==> config.mk <==
export PLATFORM = sky130hd
export DESIGN_NAME = mem_port_arbiter
export DESIGN_NICKNAME = d
export VERILOG_FILES = /design/src/rtl/mem_port_arbiter_pkg.sv /design/src/rtl/mem_port_arbiter.sv
export SDC_FILE = /design/constraint.sdc
export NUM_CORES = 1
export LEC_CHECK = 0
export CAP_MARGIN = 5
export CELL_PAD_IN_SITES_DETAIL_PLACEMENT = 1
export CELL_PAD_IN_SITES_GLOBAL_PLACEMENT = 1
export CORE_ASPECT_RATIO = 1.5
export CORE_MARGIN = 2
export CORE_UTILIZATION = 35
export CTS_CLUSTER_SIZE = 40
export DETAILED_ROUTE_END_ITERATION = 8
export HOLD_SLACK_MARGIN = 0.06
export PLACE_DENSITY = 0.92
export SLEW_MARGIN = 20
export SYNTH_ARGS = -nofsm -noshare
export SYNTH_HDL_FRONTEND = slang
export SYNTH_SLANG_ARGS = --single-unit
==> constraint.sdc <==
create_clock -name i_clk -period 3.4 [get_ports i_clk]
set_input_delay 0.68 -clock i_clk [delete_from_list [all_inputs] [get_ports i_clk]]
set_output_delay 0.68 -clock i_clk [all_outputs]
set_load 0.02 [all_outputs]
==> src/rtl/mem_port_arbiter_pkg.sv <==
// Purpose : shared types and constants for the unified-memory port arbiter.
// Latency : n/a (types, constants and one helper function only).
// Backpressure: n/a.
package arb_pkg;

    typedef enum logic [1:0] {
        IDLE     = 2'd0,
        GRANT_IF = 2'd1,
        GRANT_LS = 2'd2,
        RESP     = 2'd3
    } arb_state_e;

    typedef enum logic {
        REQ_IF = 1'b0,
        REQ_LS = 1'b1
    } req_id_e;

    // Full-word byte enable, used for fetches and loads
    localparam logic [3:0] BMASK_WORD = 4'hF;

    // Instruction fetches always access the whole aligned word
    function automatic logic [31:0] word_align(input logic [31:0] addr);
        return addr & ~32'h3;
    endfunction

endpackage

==> src/rtl/mem_port_arbiter.sv <==
// Purpose : shares one single-ported memory between instruction fetch and load/store.
// Latency : request sampled at edge N -> o_mem_req in cycle N+1 -> valid in N+2 with zero-wait memory.
// Backpressure: requesters hold req/fields until their valid pulse; the memory stretches a grant via i_mem_ready.
//
// Ports:
//   i_clk, i_rst (async, active-low)
//   i_if_req/i_if_addr -> o_if_rdata/o_if_valid      : fetch requester
//   i_ls_req/wren/addr/wdata/bmask -> o_ls_rdata/valid : load/store requester
//   o_mem_req/wren/addr/wdata/bmask, i_mem_ready/rdata : memory side
//   o_stall_if, o_stall_ls : hazard-unit stalls;  o_err : sticky timeout flag
module mem_port_arbiter
    import arb_pkg::*;
#(
    parameter int MAX_LS_STREAK  = 4,
    parameter int TIMEOUT_CYCLES = 255
) (
    input  logic        i_clk,
    input  logic        i_rst,
    input  logic        i_if_req,
    input  logic [31:0] i_if_addr,
    output logic [31:0] o_if_rdata,
    output logic        o_if_valid,
    input  logic        i_ls_req,
    input  logic        i_ls_wren,
    input  logic [31:0] i_ls_addr,
    input  logic [31:0] i_ls_wdata,
    input  logic [3:0]  i_ls_bmask,
    output logic [31:0] o_ls_rdata,
    output logic        o_ls_valid,
    output logic        o_mem_req,
    output logic        o_mem_wren,
    output logic [31:0] o_mem_addr,
    output logic [31:0] o_mem_wdata,
    output logic [3:0]  o_mem_bmask,
    input  logic        i_mem_ready,
    input  logic [31:0] i_mem_rdata,
    output logic        o_stall_if,
    output logic        o_stall_ls,
    output logic        o_err
);

    localparam int STREAK_W = $clog2(MAX_LS_STREAK + 1);
    localparam int TMO_W    = $clog2(TIMEOUT_CYCLES + 1);
    localparam logic [STREAK_W-1:0] STREAK_MAX = STREAK_W'(MAX_LS_STREAK);
    localparam logic [TMO_W-1:0]    TMO_LAST   = TMO_W'(TIMEOUT_CYCLES - 1);

    arb_state_e          r_state;
    arb_state_e          w_state_nxt;
    logic [STREAK_W-1:0] r_streak;
    logic [TMO_W-1:0]    r_tmo_cnt;

    logic                r_mem_req;
    logic                r_mem_wren;
    logic [31:0]         r_mem_addr;
    logic [31:0]         r_mem_wdata;
    logic [3:0]          r_mem_bmask;
    logic [31:0]         r_if_rdata;
    logic                r_if_valid;
    logic [31:0]         r_ls_rdata;
    logic                r_ls_valid;
    logic                r_err;

    logic                w_in_grant;
    logic                w_tmo_hit;
    logic                w_done;
    logic                w_grant_if;
    logic                w_grant_ls;
    req_id_e             w_owner;

    // ---------------------------------------------------------------
    // FSM: state register
    // ---------------------------------------------------------------
    always_ff @(posedge i_clk or negedge i_rst) begin
        if (!i_rst) begin
            r_state <= IDLE;
        end else begin
            r_state <= w_state_nxt;
        end
    end

    // ---------------------------------------------------------------
    // FSM: next-state logic
    // ---------------------------------------------------------------
    always_comb begin
        w_state_nxt = r_state;
        case (r_state)
            IDLE: begin
                // LS wins ties (older instruction) until the streak limit is hit
                if (i_ls_req && (!i_if_req || (r_streak < STREAK_MAX))) begin
                    w_state_nxt = GRANT_LS;
                end else if (i_if_req) begin
                    w_state_nxt = GRANT_IF;
                end
            end
            GRANT_IF, GRANT_LS: begin
                if (i_mem_ready || w_tmo_hit) begin
                    w_state_nxt = RESP;
                end
            end
            RESP:    w_state_nxt = IDLE;
            default: w_state_nxt = IDLE;
        endcase
    end

    // ---------------------------------------------------------------
    // FSM: decoded control outputs
    // ---------------------------------------------------------------
    always_comb begin
        w_in_grant = (r_state == GRANT_IF) || (r_state == GRANT_LS);
        w_owner    = (r_state == GRANT_IF) ? REQ_IF : REQ_LS;
        // Abort on the last allowed grant cycle if memory is still silent
        w_tmo_hit  = w_in_grant && !i_mem_ready && (r_tmo_cnt == TMO_LAST);
        w_done     = w_in_grant && (i_mem_ready || w_tmo_hit);
        w_grant_if = (r_state == IDLE) && (w_state_nxt == GRANT_IF);
        w_grant_ls = (r_state == IDLE) && (w_state_nxt == GRANT_LS);
    end

    // ---------------------------------------------------------------
    // Memory-side request registers: loaded on grant entry, held until done
    // ---------------------------------------------------------------
    always_ff @(posedge i_clk or negedge i_rst) begin
        if (!i_rst) begin
            r_mem_req   <= 1'b0;
            r_mem_wren  <= 1'b0;
            r_mem_addr  <= '0;
            r_mem_wdata <= '0;
            r_mem_bmask <= '0;
        end else if (w_grant_if) begin
            r_mem_req   <= 1'b1;
            r_mem_wren  <= 1'b0;
            r_mem_addr  <= word_align(i_if_addr);
            r_mem_wdata <= '0;
            r_mem_bmask <= BMASK_WORD;
        end else if (w_grant_ls) begin
            r_mem_req   <= 1'b1;
            r_mem_wren  <= i_ls_wren;
            r_mem_addr  <= i_ls_addr;
            r_mem_wdata <= i_ls_wdata;
            r_mem_bmask <= i_ls_wren ? i_ls_bmask : BMASK_WORD;
        end else if (w_done) begin
            r_mem_req   <= 1'b0;
        end
    end

    // ---------------------------------------------------------------
    // Response registers: valid pulses during RESP only
    // ---------------------------------------------------------------
    always_ff @(posedge i_clk or negedge i_rst) begin
        if (!i_rst) begin
            r_if_rdata <= '0;
            r_if_valid <= 1'b0;
            r_ls_rdata <= '0;
            r_ls_valid <= 1'b0;
            r_err      <= 1'b0;
        end else begin
            r_if_valid <= 1'b0;
            r_ls_valid <= 1'b0;
            if (w_done) begin
                if (w_owner == REQ_IF) begin
                    r_if_valid <= 1'b1;
                    r_if_rdata <= w_tmo_hit ? 32'h0 : i_mem_rdata;
                end else begin
                    r_ls_valid <= 1'b1;
                    // Stores return nothing; keep the last load value visible
                    if (!r_mem_wren) begin
                        r_ls_rdata <= w_tmo_hit ? 32'h0 : i_mem_rdata;
                    end
                end
            end
            if (w_tmo_hit) begin
                r_err <= 1'b1;
            end
        end
    end

    // ---------------------------------------------------------------
    // Fetch-starvation streak and memory timeout counters
    // ---------------------------------------------------------------
    always_ff @(posedge i_clk or negedge i_rst) begin
        if (!i_rst) begin
            r_streak <= '0;
        end else if (r_state == IDLE) begin
            if (w_grant_if || !i_if_req) begin
                r_streak <= '0;
            end else if (w_grant_ls && (r_streak != STREAK_MAX)) begin
                r_streak <= r_streak + 1'b1;
            end
        end
    end

    always_ff @(posedge i_clk or negedge i_rst) begin
        if (!i_rst) begin
            r_tmo_cnt <= '0;
        end else if (w_grant_if || w_grant_ls) begin
            r_tmo_cnt <= '0;
        end else if (w_in_grant && !i_mem_ready && !w_tmo_hit) begin
            r_tmo_cnt <= r_tmo_cnt + 1'b1;
        end
    end

    assign o_mem_req   = r_mem_req;
    assign o_mem_wren  = r_mem_wren;
    assign o_mem_addr  = r_mem_addr;
    assign o_mem_wdata = r_mem_wdata;
    assign o_mem_bmask = r_mem_bmask;
    assign o_if_rdata  = r_if_rdata;
    assign o_if_valid  = r_if_valid;
    assign o_ls_rdata  = r_ls_rdata;
    assign o_ls_valid  = r_ls_valid;
    assign o_err       = r_err;
    assign o_stall_if  = i_if_req & ~r_if_valid;
    assign o_stall_ls  = i_ls_req & ~r_ls_valid;

endmodule
# == After elaboration in Yosys (flattened, before gate mapping) ==
# Index checks and enable logic that the tools add are counted.
# op_classes
mux,25
n_eq_ne,7
reduce_logical,25
addsub,2
order_cmp,1
n_bitwise,6
# ops
cell,count
two-way mux 32 bit,5
two-way mux 8 bit,2
two-way mux 4 bit,3
two-way mux 1 bit,9
"adder 8 x 1 -> 8 bit, second input constant",1
"equality test 8 bit, second input constant",1
logical AND 1 bit,8
"equality test 2 bit, second input constant",3
two-way mux 2 bit,3
two-way mux 3 bit,2
case mux 2 bit (3 select lines),1
nonzero test 2 bit,3
logical OR 1 bit,5
"equality test 2 x 1 -> 1 bit, second input constant",2
inverter 1 bit,4
AND reduction 2 bit,2
"adder 3 x 1 -> 3 bit, second input constant",1
zero test 1 bit,3
"< comparator 3 bit, second input constant",1
"!= test 3 bit, second input constant",1
AND reduction 3 bit,1
nonzero test 3 bit,1
bitwise AND 1 bit,2
zero test 2 bit,1
OR reduction 2 bit,1
# word_totals
elab_cells,79
output_inout_bits,139
inputBits,138
ff_bits,150

# == Logic depth before layout (Yosys ltp) ==
# Gate-level depths: netlist of run 1.
# depth
depth_word,12
ltp_mapped,8
ltp_nobuf,6

# == Worst setup path before layout of run 1 ==
# No wires, ideal clock.
# synth_path
path_kind,input to output
startpoint,input port i_if_req
endpoint,output port o_stall_if
arrival_time_ns,1.040
slack_ns,1.680
required_time_ns,2.720
cell_stages,2
cell_sequence,inv_1 > nor2_1
# synth_between
elab_chain_len,1
# synth_rtl
element,line,rtl
start: declaration,mem_port_arbiter.sv:19,"input logic i_if_req,"
bitwise AND 1 bit,mem_port_arbiter.sv:211,assign o_stall_if = i_if_req & ~r_if_valid;
end: declaration,mem_port_arbiter.sv:37,"output logic o_stall_if,"
# Every way passes these cells.

# == Final worst setup path of run 1 ==
# layout_path
startpoint,input port i_ls_req
endpoint,output port o_stall_ls
# layout_between
elab_chain_len,1
# layout_rtl
element,line,rtl
start: declaration,mem_port_arbiter.sv:23,"input logic i_ls_req,"
bitwise AND 1 bit,mem_port_arbiter.sv:212,assign o_stall_ls = i_ls_req & ~r_ls_valid;
end: declaration,mem_port_arbiter.sv:38,"output logic o_stall_ls,"
# Every way passes these cells.

==> summary.txt, run 1 <==
Placed design
  – RePlAce Congestion: 0.773
  – IO buf count: 274
  – DPL Wire Length: 15500 µm

Clock network
  – Post-cts resize count: 0
  – Hold_buf cts: 0
  – Clk sink count: 150
  – Number of setup buffers added after CTS: 0
  – Clock latency on the worst-skew pair: 0.43 ns
  – Clock root buffer: clkbuf_16
  – CTS clock-pin slew for the worst setup and hold paths: 0.06 ns
  – CTS tree: yes
  – H-Tree Depth: 4
  – Max Root-Sink Buffers: 2
  – Num CTS Buffers: 17

Setup path
  – CP startpoint kind: primary input
  – Critical path class: in2out
  – Crit-path max FO: 7
  – Arrival time of the worst setup path: 2.23 ns
  – Crit end category: output port
  – CP required: 2.72 ns

Synthesis
  – Syn avg cell area: 10.8 µm²
  – Primary FF master, synth: dfrtp_1
  – Synth Net Count: 762
  – EDFF count, synth: 0
  – Synth Register Bits: 150
  – Area of the mapped netlist: 6660 µm²
  – Number of distinct library cells after synthesis: 46
  – Post-Syn Instances: 618
  – Synth Warn #: 0
  – Async SR Flop Fraction: 1.00
  – Sequential share of the synthesized area: 0.564

Route
  – Post-route ant nets: 0
  – WL/cell: 19.5 µm
  – Initial DRC count: 299
  – Post-Route WL: 22400 µm
  – Drt pass-1 iters: 4
  – Routed vias/inst: 5.18
  – Via count: 5942
  – Remaining routing DRC violations: 0

Floorplanning
  – Chip height: 173 µm
  – Core footprint: 18600 µm²
  – Row Count: 61
  – Initial Utilization: 0.357
  – Width of the die: 117 µm
  – # IOs: 277
  – Die ar.: 20200 µm²

Timing
  – Post-route clock period utilization: 0.856
  – Slew @ Worst Pin: 0.720 ns
  – Final setup TNS: 0 ns
  – Minimum clock period: 2.91 ns
  – Worst Skew: 0.00935 ns
  – Slew Viols, Final: 0
  – Max frequency: 344 MHz
  – RSZ-0062 raised after global routing: no
  – Final setup vio count: 0
  – Normalized max-slew margin: 0.520
  – Fin. Hold Viols: 0

Final layout
  – Area Growth Syn to Fin: 53.6%
  – Share of layout cells above drive strength 1: 0.0962
  – Filler cells: 2050
  – Nets: 1025
  – Final core utilization: 0.549

Worst hold path
  – Hold Path Class: in2async

Global routing
  – Pin count of the biggest net entering global routing: 74
  – Initial antenna violation count: 1
  – Grt total ovfl: 0
  – First-pass GRT wire length: 34900 µm
  – Vias in the first global route: 6468
  – Overall Global Routing Usage: 0.223

Pwr
  – Worst VDD drop: 0.414 mV
  – LEAKAGE: 4.32 nW
  – Power per cell area: 996 nW/µm²

Run
  – Max capacitance violation total: 0

Status
  – Outcome: complete, no violations
==> cells in the mapped netlist, types with 2 or more instances <==
| library cell | number | area share |
|---|---|---|
| buf_2 | 16 | 0.012 |
| nor2_1 | 21 | 0.012 |
| o221a_2 | 29 | 0.049 |
| a22o_1 | 35 | 0.046 |
| a311oi_1 | 5 | 0.0066 |
| nor3_1 | 2 | 0.0015 |
| dfrtp_1 | 150 | 0.56 |
| clkbuf_1 | 22 | 0.012 |
| a21oi_1 | 5 | 0.0038 |
| a21o_1 | 66 | 0.074 |
| o21a_1 | 2 | 0.0023 |
| ha_1 | 6 | 0.011 |
| or3_1 | 2 | 0.0019 |
| buf_6 | 3 | 0.0051 |
| inv_1 | 17 | 0.0096 |
| o21ai_0 | 68 | 0.051 |
| mux2i_1 | 2 | 0.0030 |
| nand2_1 | 100 | 0.056 |
| nand4_1 | 3 | 0.0028 |
| o41a_1 | 2 | 0.0034 |
| nand3_1 | 3 | 0.0023 |
| nand2b_1 | 32 | 0.030 |
| o21ai_1 | 3 | 0.0023 |
| buf_12 | 2 | 0.0060 |
==> layer usage <==
layer  vias up  GRT usage  part of all wire
li1       2714          -                 -
met1      2987      0.251              0.38
met2       195      0.391              0.53
met3        46     0.0585             0.062
met4         0     0.0961             0.036
met5         -          0                 0
==> layout make-up <==
type,instances,area (µm²),share of cell area
diodes,1,2.50,0.000245
clock buffers,21,470,0.0460
clock inverters,11,101,0.00991
inverters,17,63.8,0.00624
multi-input cells,408,2630,0.257
flip-flops and latches,150,3750,0.367
well taps,252,315,0.0308
repair buffers,287,2890,0.283
==> cells in the final DEF, fill, tap and decap left out, types with 2 or more instances in the layout <==
master             n
nand3_1            3
inv_1             16
buf_12             4
mux2i_1            2
clkinvlp_4         4
clkdlybuf4s50_1  273
nor2_1            21
a22o_1            35
dfrtp_1          150
nand4_1            3
nand2_1          100
a311oi_1           5
clkinv_2           3
ha_1               6
clkbuf_8           3
nand2b_1          32
o221a_2           29
clkinv_4           3
o21ai_2            2
o41a_1             2
or3_1              2
a21o_1            66
buf_4              9
nor3_1             2
o21a_1             2
clkbuf_16         17
o21ai_0           68
a21oi_1            5
==> critical path, stage by stage <==
cell and delay, ns:
clkdlybuf4s50_1 0.65, inv_1 0.14, nor2_1 0.13, clkdlybuf4s50_1 0.63
==> where the power goes <==
| group | switching [mW] | internal [mW] |
|---|---|---|
| sequential | 0.501 | 2.53 |
| clock | 0.758 | 1.06 |
| combinational | 2.83 | 2.50 |
| total | 4.09 | 6.09 |
==> path summary, 6_finish.rpt <==
| path | start | endpoint | slack, ns | cells after the start |
|---|---|---|---|---|
| worst max-delay path | i_ls_req | o_stall_ls | 0.49 | 4 |
| worst min-delay path | i_rst | o_mem_wdata[17]$_DFFE_PN0N_ | 0.26 | 1 |
| worst max register to register | r_state[0]$_DFF_PN0_ | o_if_rdata[26]$_DFFE_PN0P_ | 1.29 | 7 |
| worst min register to register | o_err$_DFFE_PN0P_ | o_err$_DFFE_PN0P_ | 0.47 | 1 |
| max in group asynchronous | i_rst | r_tmo_cnt[4]$_DFFE_PN0P_ | 2.25 | 2 |
| min in group i_clk | o_err$_DFFE_PN0P_ | o_err$_DFFE_PN0P_ | 0.47 | 1 |
==> cell families after synthesis <==
logic type,Yosys count,synth area share
xor+xnor,2,0.00263
flops,150,0.564
fa+ha+maj,6,0.0113
simple gates,174,0.120
mux,2,0.00301
buf+inv,60,0.0451
compound gates,224,0.254
==> registers in the layout, indices dropped and copies added (netlist names) <==
| signal | flops |
|---|---|
| o_ls_rdata | 32 |
| r_streak | 3 |
| o_err | 1 |
| o_ls_valid | 1 |
| o_if_rdata | 32 |
| o_mem_wdata | 32 |
| o_if_valid | 1 |
| r_state | 2 |
| o_mem_addr | 32 |
| o_mem_wren | 1 |
| o_mem_req | 1 |
| o_mem_bmask | 4 |
| r_tmo_cnt | 8 |
==> per-stage QoR <==
stage	hold WS [ns]	instance area [µm²]	total power, mW	setup slack (ns)	cells
finish	0.263	10200	10.2	0.489	1147
global route	0.319	10200	10.8	0.424	1147
CTS	0.298	10200	10.3	0.513	1146
detailed placement	0.459	9650	8.38	0.521	1114
global placement	0.450	9650	8.15	0.513	1114
floorplan	0.384	6660	6.09	1.68	618
No activity file was read; power rests on OpenSTA's default activity.
==> inputs of run 2 (changes only) <==
Settings changed: REMOVE_ABC_BUFFERS set to 1.
==> summary.txt, run 2 (same netlist as run 1, synthesis figures left out) <==
Status
  – Outcome: complete, no violations

Timing
  – Max frequency: 337 MHz
  – RSZ-0062 raised after global routing: no
  – Fin. Hold Viols: 0
  – Normalized max-slew margin: 0.518
  – Post-route clock period utilization: 0.874
  – Slew Viols, Final: 0
  – Final setup vio count: 0
  – Final setup TNS: 0 ns
  – Slew @ Worst Pin: 0.723 ns
  – Minimum clock period: 2.97 ns
  – Worst Skew: 0.0113 ns

Setup path
  – Launch point of the worst reg-to-reg path: r_state[0]$_DFF_PN0_
  – Worst R2R Path Depth: 7
  – CP required: 2.72 ns
  – Crit end category: output port
  – RR Endpoint: o_if_rdata[29]$_DFFE_PN0P_
  – Arrival time of the worst setup path: 2.29 ns
  – Critical path class: in2out
  – Setup slack, reg-to-reg: 1.30 ns
  – CP startpoint kind: primary input
  – Crit-path max FO: 7

Final layout
  – Layout Cells excl Fill: 1146
  – Commonest non-fill, non-tap cell in the layout: clkdlybuf4s50_1
  – Nets: 1024
  – Area Growth Syn to Fin: 53.7%
  – Filler cells: 1997
  – Final core utilization: 0.550
  – Share of layout cells above drive strength 1: 0.0952
  – Most frequent cells in the layout: clkdlybuf4s50_1, dfrtp_1, nand2_1

Floorplanning
  – Die ar.: 20200 µm²
  – Row Count: 61
  – Initial Utilization: 0.357
  – Width of the die: 117 µm
  – Core footprint: 18600 µm²
  – # IOs: 277
  – Chip height: 173 µm

Route
  – Post-Route WL: 22000 µm
  – Routed vias/inst: 5.14
  – Via count: 5889
  – Initial DRC count: 295
  – WL/cell: 19.2 µm
  – Remaining routing DRC violations: 0
  – Drt pass-1 iters: 4
  – Post-route ant nets: 0

Clock network
  – Clock latency on the worst-skew pair: 0.42 ns
  – Number of setup buffers added after CTS: 0
  – Clk sink count: 150
  – CTS clock-pin slew for the worst setup and hold paths: 0.07 ns
  – CTS tree: yes
  – Clock root buffer: clkbuf_16
  – Hold_buf cts: 0
  – Max Root-Sink Buffers: 2
  – Post-cts resize count: 0
  – H-Tree Depth: 4
  – Num CTS Buffers: 17

Pwr
  – Power per cell area: 1000 nW/µm²
  – LEAKAGE: 4.32 nW
  – Worst VDD drop: 0.492 mV

Global routing
  – Grt total ovfl: 0
  – First-pass GRT wire length: 34900 µm
  – Overall Global Routing Usage: 0.223
  – Vias in the first global route: 6559
  – Pin count of the biggest net entering global routing: 73
  – Initial antenna violation count: 1

Placed design
  – DPL Wire Length: 15300 µm
  – IO buf count: 274
  – Placed insts: 1113
  – RePlAce Congestion: 0.804

Worst hold path
  – Hold Path Class: in2async

Run
  – Max capacitance violation total: 0
-- run 2: changes by cell type in the layout (fill, tap and decap cells not counted), sizes merged --
cell	before	now
clkbuf	21	18
bufinv	1	3
buf	14	13
clkinv	6	7
clkinvlp	4	3
inv	17	18
-- run 2: worst max path at each step --
stage                                         from                        end  slack [ns]
after floorplan           r_tmo_cnt[0]$_DFFE_PN0P_  o_if_rdata[0]$_DFFE_PN0P_        0.04
after global placement                    i_if_req                 o_stall_if        0.47
after detailed placement                  i_if_req                 o_stall_if        0.45
after CTS                                 i_ls_req                 o_stall_ls        0.43
after global routing                      i_if_req                 o_stall_if        0.33
final                                     i_ls_req                 o_stall_ls        0.43
-- run 2: final cells by class --
cell class              count  area [µm²]  share of cell area
inverters                  17        63.8             0.00624
clock buffers              18         439              0.0429
diodes                      1        2.50            0.000245
clock inverters            14         175              0.0171
repair buffers            286        2860               0.279
well taps                 252         315              0.0308
flip-flops and latches    150        3750               0.367
multi-input cells         408        2630               0.257
-- run 2: power by group --
| part | leakage, nW | total (mW) | switching, mW | internal (mW) |
|---|---|---|---|---|
| sequential | 1.68 | 3.04 | 0.509 | 2.53 |
| clock | 0.293 | 1.96 | 0.783 | 1.18 |
| combinational | 2.35 | 5.28 | 2.82 | 2.46 |
-- run 2: metrics by stage --
stage | hold WS (ns) | instance area [µm²] | worst slack [ns] | total power [mW]
global route | 0.331 | 10200 | 0.333 | 10.9
detailed placement | 0.448 | 9610 | 0.451 | 8.36
floorplan | 0.384 | 6420 | 0.0395 | 5.86
finish | 0.282 | 10200 | 0.429 | 10.3
global placement | 0.443 | 9610 | 0.471 | 8.12
CTS | 0.312 | 10200 | 0.435 | 10.4
-- run 2: per-layer routing --
layer	up-vias	wire length (µm)	GRT usage
met2	210	11800	0.397
met4	0	653	0.0863
li1	2718	-	-
met3	38	1220	0.0582
met1	2923	8270	0.249
met5	-	0	0
-- run 2: critical path: stages --
cell	delay, ns
clkdlybuf4s50_1	0.67
inv_1	0.19
nor2_1	0.14
clkdlybuf4s50_1	0.60
